==> src/rtl/cacheline_burst_adaptor.sv <==
// Cache-line to memory-burst adaptor: one line request becomes BURSTS memory beats.
// Write lines are sent beat by beat, and read beats are assembled into one line.
module cacheline_burst_adaptor #(
    parameter int unsigned LINE_W  = 256,
    parameter int unsigned BURST_W = 64,
    parameter int unsigned BURSTS  = 4
) (
    input  logic               clk,
    input  logic               rst,
    input  logic [31:0]        address_i,
    input  logic               read_i,
    input  logic               write_i,
    input  logic [LINE_W-1:0]  line_i,
    output logic [LINE_W-1:0]  line_o,
    output logic               resp_o,
    output logic [31:0]        address_o,
    output logic               read_o,
    output logic               write_o,
    output logic [BURST_W-1:0] burst_o,
    input  logic [BURST_W-1:0] burst_i,
    input  logic               resp_i
);

    localparam int unsigned CNT_W = (BURSTS > 1) ? $clog2(BURSTS) : 1;
    localparam logic [CNT_W-1:0] LAST_BEAT = CNT_W'(BURSTS - 1);
    // Clears the byte offset within a line.
    localparam logic [31:0] ADDR_MASK = ~(32'(LINE_W / 8) - 32'd1);

    localparam logic [1:0] ST_IDLE = 2'd0;
    localparam logic [1:0] ST_RD   = 2'd1;
    localparam logic [1:0] ST_WR   = 2'd2;
    localparam logic [1:0] ST_DONE = 2'd3;

    if (LINE_W != BURST_W * BURSTS) begin : g_bad_geometry
        $error("LINE_W must equal BURST_W * BURSTS");
    end

    logic [1:0]        state;
    logic [CNT_W-1:0]  count;
    logic [31:0]       addr_reg;
    logic [LINE_W-1:0] wr_line;
    logic [LINE_W-1:0] rd_line;

    always_ff @(posedge clk) begin
        if (rst) begin
            state    <= ST_IDLE;
            count    <= '0;
            addr_reg <= '0;
            wr_line  <= '0;
            rd_line  <= '0;
        end else begin
            case (state)
                ST_IDLE: begin
                    // A simultaneous write request is dropped, not queued.
                    if (read_i) begin
                        addr_reg <= address_i & ADDR_MASK;
                        state    <= ST_RD;
                    end else if (write_i) begin
                        addr_reg <= address_i & ADDR_MASK;
                        wr_line  <= line_i;
                        state    <= ST_WR;
                    end
                end
                ST_RD: begin
                    if (resp_i) begin
                        rd_line[count*BURST_W +: BURST_W] <= burst_i;
                        if (count == LAST_BEAT) begin
                            state <= ST_DONE;
                        end else begin
                            count <= count + CNT_W'(1);
                        end
                    end
                end
                ST_WR: begin
                    if (resp_i) begin
                        if (count == LAST_BEAT) begin
                            state <= ST_DONE;
                        end else begin
                            count <= count + CNT_W'(1);
                        end
                    end
                end
                ST_DONE: begin
                    count <= '0;
                    state <= ST_IDLE;
                end
                default: begin
                    state <= ST_IDLE;
                end
            endcase
        end
    end

    always_comb begin
        address_o = addr_reg;
        line_o    = rd_line;
        read_o    = (state == ST_RD);
        write_o   = (state == ST_WR);
        resp_o    = (state == ST_DONE);
        burst_o   = '0;
        if (state == ST_WR) begin
            burst_o = wr_line[count*BURST_W +: BURST_W];
        end
    end

endmodule

==> config.mk <==
export PLATFORM = sky130hd
export DESIGN_NAME = cacheline_burst_adaptor
export DESIGN_NICKNAME = d
export VERILOG_FILES = /design/src/rtl/cacheline_burst_adaptor.sv
export SDC_FILE = /design/constraint.sdc
export NUM_CORES = 1
export LEC_CHECK = 0
export BUFFER_PORTS_ARGS = -buffer_cell sky130_fd_sc_hd__buf_2
export CAP_MARGIN = 20
export CORE_AREA = 2 2 276 278
export CTS_CLUSTER_DIAMETER = 120
export DETAILED_ROUTE_END_ITERATION = 8
export DIE_AREA = 0 0 278 280
export SETUP_SLACK_MARGIN = 0.4
export SLEW_MARGIN = 20
export SYNTH_ARGS = -nofsm -noshare
export SYNTH_HDL_FRONTEND = slang
export SYNTH_SLANG_ARGS = --single-unit
export TNS_END_PERCENT = 20
==> constraint.sdc <==
create_clock -name clk -period 6.62 [get_ports clk]
set_input_delay 0.331 -clock clk [delete_from_list [all_inputs] [get_ports clk]]
set_output_delay 0.331 -clock clk [all_outputs]
set_load 0.03 [all_outputs]
# ---- Word level (Yosys, flattened, before mapping)
# Cells that the tools add are included.
# Widths: inputs -> output; s select.
dict set report word_totals {
  reg_bits 548
  romBits 0
  ram_bits 0
  input_bits 357
  word_cells 40
  n_memories 0
  latch_bits 0
}
dict set report classes {
  n_reduce_logical 9
  bitwise_logic 1
  div 0
  addsub 2
  shift 3
  mul 0
  muxes 12
  magnitude_cmp 0
  n_eq_ne 8
}
# operator n
set op_table {}
lappend op_table {{$bwmux 256} 1}
lappend op_table {{$shift 64x34->256 const A} 1}
lappend op_table {{$shiftx 256x9->64} 1}
lappend op_table {{$shiftx 64x34->256} 1}
lappend op_table {{$mux 32} 2}
lappend op_table {{$mux 64} 1}
lappend op_table {{$neg 8->34} 1}
lappend op_table {{$mux 2} 6}
lappend op_table {{$reduce_and 3->1} 3}
lappend op_table {{$eq 2x2->1 const B} 3}
lappend op_table {{$pmux 2 s3} 1}
lappend op_table {{$ne 2x1->1 const B} 2}
lappend op_table {{$pmux 2 s2} 1}
lappend op_table {{$reduce_and 2->1} 2}
lappend op_table {{$reduce_bool 2->1} 2}
lappend op_table {{$ne 3x3->1 const B} 1}
lappend op_table {{$add 2x1->2 const B} 1}
lappend op_table {{$eq 2x1->1 const B} 1}
lappend op_table {{$logic_not 2->1} 1}
lappend op_table {{$ne 2x2->1 const B} 1}
lappend op_table {{$reduce_or 2->1} 1}
lappend op_table {{$not 1->1} 1}

# ---- Depth between registers and ports, before layout
dict set report logic_depth {
  word_depth 4
  depth_mapped 10
}

# ---- Least setup slack after synthesis
# No wires, ideal clock.
dict set report synth_path {
  path_kind {register to register}
  start {reg count[1]}
  end {reg rd_line[213] (netlist: line_o[213])}
  required_time_ps 6550
  setup_time_ps 70
  n_path_buf 4
  path_slack_ps 4232
  t_arrival_ps 2318
  stages_incl_launch_ff 10
  cell_sequence {dfxtp_1 buf_2 buf_1 inv_1 ha_1 nor4b_1 buf_2 buf_4 nand3_1 a21oi_1}
}
dict set report synth_between {
  elab_chain_cells 3
  elab_cells_between_ends 4
  classes_between {add/sub: 1; shift: 2; mux: 1}
}
# element line
set synth_lines {}
lappend synth_lines {{start, declared} 39} ;# logic [CNT_W-1:0] count;
lappend synth_lines {{start signal, assigned} 70} ;# count <= count + CNT_W'(1);
lappend synth_lines {{start signal, assigned} 79} ;# count <= count + CNT_W'(1);
lappend synth_lines {{$neg 8->34 (*)} 66} ;# rd_line[count*BURST_W +: BURST_W] <= burst_i;
lappend synth_lines {{$shiftx 64x34->256 or $shift 64x34->256 (tied branches)} 66}
lappend synth_lines {{$bwmux 256 (*)} 66}
lappend synth_lines {{end signal, assigned by index} 66}
lappend synth_lines {{end, declared} 42} ;# logic [LINE_W-1:0] rd_line;
# Mark *: on every way between the ends. The rest lies on a longest branch, timed or not.
# A chain may end at the register's enable or synchronous reset.

# ---- Final worst setup path
dict set report layout_path {
  start {reg count[0]}
  end {out burst_o[10]}
}
dict set report layout_between {
  elab_chain_cells 2
}
# element line
set layout_lines {}
lappend layout_lines {{$shiftx 256x9->64} 102} ;# burst_o = wr_line[count*BURST_W +: BURST_W];
lappend layout_lines {{$mux 64} 101} ;# if (state == ST_WR) begin
lappend layout_lines {{end, declared} 19} ;# output logic [BURST_W-1:0] burst_o,
# No other way between the ends.

==> flow_metrics.env <==
export IMPL_status="finished clean"
export IMPL_leakage_nw=12.4
export IMPL_pwr_share_clk_pct=37.9
export IMPL_fp_dieW_um=278
export IMPL_hpwlAfterDp_um=52700
export IMPL_die_area_sq_um=77800
export IMPL_drv_slew=0
export IMPL_dpl_cell_area_sq_um=25700
export IMPL_setup_viol=0
export IMPL_core_area_sq_um=75200
export IMPL_r2r_start="count[0]"
export IMPL_fin_crit_sh_pct=55.0
export IMPL_busiest_layer="met2"
export IMPL_finalNetCount=3743
export IMPL_synthCells=2493
export IMPL_yosysSeqAreaShare_pct=49.9
export IMPL_die_y_um=280
export IMPL_r2r_slack_ns=3.17
export IMPL_avgSynthCellArea_sq_um=8.74
export IMPL_synth_compound_area_share_pct=15.1
export IMPL_final_common_cell="nand2_1"
export IMPL_endpoint="burst_o[10]"
export IMPL_layout_setup_ws_ns=2.98
export IMPL_crit_fanout=39
export IMPL_fin_crit_ns=3.64
export IMPL_muxShareOfSynthArea_pct=6.67
export IMPL_gr_usage_met1_pct=25.6
export IMPL_crit_arrival_ns=3.31
export IMPL_min_path_type="in2reg"
export IMPL_rr_endpoint="line_o[191]"
export IMPL_synthSimpleGateAreaFrac_pct=22.3
export IMPL_combPwrFrac_pct=22.0
export IMPL_max_slew_margin_pct=25.2
export IMPL_r2r_cells=7
export IMPL_grt_util_met2_pct=33.3
export IMPL_yosysUniqueCellTypes=37
export IMPL_num_vias=21600
export IMPL_place_congestion=0.852
export IMPL_grt_pass1_vias=20900
export IMPL_clock_path_buffers=3
export IMPL_post_drt_via_cell_ratio=4.92
export IMPL_htreeDepth=2
export IMPL_grt_max_degree=203
export IMPL_clk_pin_slew_ns=0.06
export IMPL_vdd_drop_max_uv=250
export IMPL_tightest_slew_ns=1.12
export IMPL_syn_to_final_growth_pct=42.3
export IMPL_root_buffer="clkbuf_16"
export IMPL_place_port_buffers=701
export IMPL_insertion_delay_ns=0.61
export IMPL_final_area_sq_um=31000
export IMPL_io_pin_count=712
export IMPL_rows=101
export IMPL_synth_warnings=0
export IMPL_synthAdderAreaFrac_pct=0.689
export IMPL_synth_ff_type="dfxtp_1"
export IMPL_cts_sinks=543
export IMPL_met3_usage_pct=3.93
export IMPL_synthArstFlopShare_pct=0
export IMPL_max_freq_mhz=275
export IMPL_initial_core_util_pct=29.0
export IMPL_finalClockSkew_ns=0.0158
export IMPL_final_cell_mix="nand2_1, buf_2, dfxtp_1, a21oi_1, dlygate4sd3_1"
export IMPL_grt_usage_pct=20.0
export IMPL_internal_power_w=0.00638
export IMPL_grt_pass1_wl_um=124000
export IMPL_wl_per_cell_um=18.8
export IMPL_switching_share_pct=31.4
export IMPL_postRouteWirelength_um=82600
export IMPL_seqPwrFrac_pct=40.1
export IMPL_synth_edff_count=0
export IMPL_hold_viol_final=0
export IMPL_p_switching_w=0.00292
export IMPL_cts_buffers_inserted=59
export IMPL_drc=0
export IMPL_drive_gt1_share_pct=30.0
export IMPL_worstSetupStartpoint="count[0]"
export IMPL_cap_violations=0
export IMPL_drtAntennaViolNets=0
export IMPL_min_path_cells=3
export IMPL_crit_path_start_kind="flop"
export IMPL_place_ws_ns=3.13
export IMPL_drt_iter0_markers=1636
export IMPL_cellPowerDensity_nw_per_um2=300
export IMPL_grt_overflow=0
export IMPL_cts_resized=0
export IMPL_cts_tree="done"
export IMPL_first_pass_iters=5
export IMPL_synth_top_family_by_area="simple AND/OR/NAND/NOR gates"
export IMPL_fin_setup_tns_ns=0
export IMPL_synth_xor_xnor_area_share_pct=0
export IMPL_syn_area_sq_um=21800
export IMPL_crit_path_end_kind="output pin"
export IMPL_required_ns=6.29
export IMPL_post_cts_setup_buffers=0
export IMPL_synth_seq_cells=543
export IMPL_rsz0062_at_grt="false"
export IMPL_antenna_found_initial=5
export IMPL_critical_path_class="reg2out"
synth_stat cells (2+ instances only):
cell type | number | area share (%)
a32oi_1 | 81 | 3.3
buf_4 | 15 | 0.52
nand3_2 | 60 | 2.8
nand3_1 | 121 | 2.8
a21oi_1 | 401 | 9.2
dfxtp_1 | 543 | 50
buf_1 | 20 | 0.34
nor2_1 | 82 | 1.4
buf_12 | 6 | 0.55
and3_1 | 3 | 0.086
nor4bb_1 | 2 | 0.092
a21oi_2 | 60 | 2.4
buf_6 | 6 | 0.31
nand3b_1 | 2 | 0.069
buf_2 | 58 | 1.3
nand2_1 | 743 | 13
ha_1 | 12 | 0.69
inv_1 | 5 | 0.086
clkbuf_1 | 126 | 2.2
and2_1 | 66 | 1.9
mux4_2 | 64 | 6.6
o21ai_0 | 2 | 0.046
per-layer routing:
| metal | part of all wire [%] | wire, um |
|---|---|---|
| met1 | 41 | 34300 |
| met2 | 48 | 39500 |
| met3 | 6.9 | 5720 |
| met4 | 3.7 | 3060 |
| met5 | 0 | 0 |
timing repair:
| item | in CTS | in global routing |
|---|---|---|
| setup endpoints to repair | 0 | 0 |
| hold buffers | 318 | 0 |
| endpoints found under the hold margin | 373 | 0 |
flip-flops by register name, indices dropped and copies added, names as in the netlist:
signal,flops
line_o,256
wr_line,256
address_o,27
count,2
state,2
final cells by class:
class                   instances  area (sq um)
flip-flops and latches        543         10900
inverters                       5          18.8
clock buffers                  87          1730
fillers                      7447         44200
repair buffers               1047          6950
well taps                     978          1220
multi-input cells            1718          9830
diodes                          4          10.0
clock inverters                22           343
kinds of logic after synthesis:
family,after synthesis
AND/OR/NAND/NOR,1087
AO/OA/AOI/OAI,549
flip-flops,543
buffers and inverters,236
multiplexers,65
adder cells (fa/ha/maj),12
other,1
power groups by stage:
stage / Sequential [W] / Clock, W / Combinational (W)
floorplan: 0.00389 / 0 / 0.00117
global placement: 0.00378 / 0 / 0.00187
detailed placement: 0.00379 / 0 / 0.00187
CTS: 0.00373 / 0.00359 / 0.00203
global route: 0.00376 / 0.00373 / 0.00220
finish: 0.00373 / 0.00353 / 0.00205
critical path, stage by stage, from the launching register on:
cell,delay (ns)
dfxtp_4,0.81
buf_4,0.79
mux4_2,0.62
and2_1,0.18
buf_2,0.18
stage by stage:
step                hold WS [ns]  power, W  utilization (%)  cells
finish                    0.0193   0.00930             41.2   4404
global route             0.00709   0.00969             41.2   4404
CTS                     0.000142   0.00935             41.2   4399
detailed placement         0.441   0.00567             34.2   3972
global placement           0.435   0.00566             34.2   3972
floorplan                  0.433   0.00506                -   2497
worst min path at each step:
stage | start | to | slack (ns)
after floorplan | wr_line[128] | wr_line[128] | 0.43
after global placement | line_o[204] | line_o[204] | 0.44
after detailed placement | line_o[240] | line_o[240] | 0.44
after CTS | burst_i[58] | line_o[186] | 0.0001
after global routing | burst_i[58] | line_o[186] | 0.007
final | line_i[189] | wr_line[189] | 0.02
No activity file was read; power rests on OpenSTA's default activity.
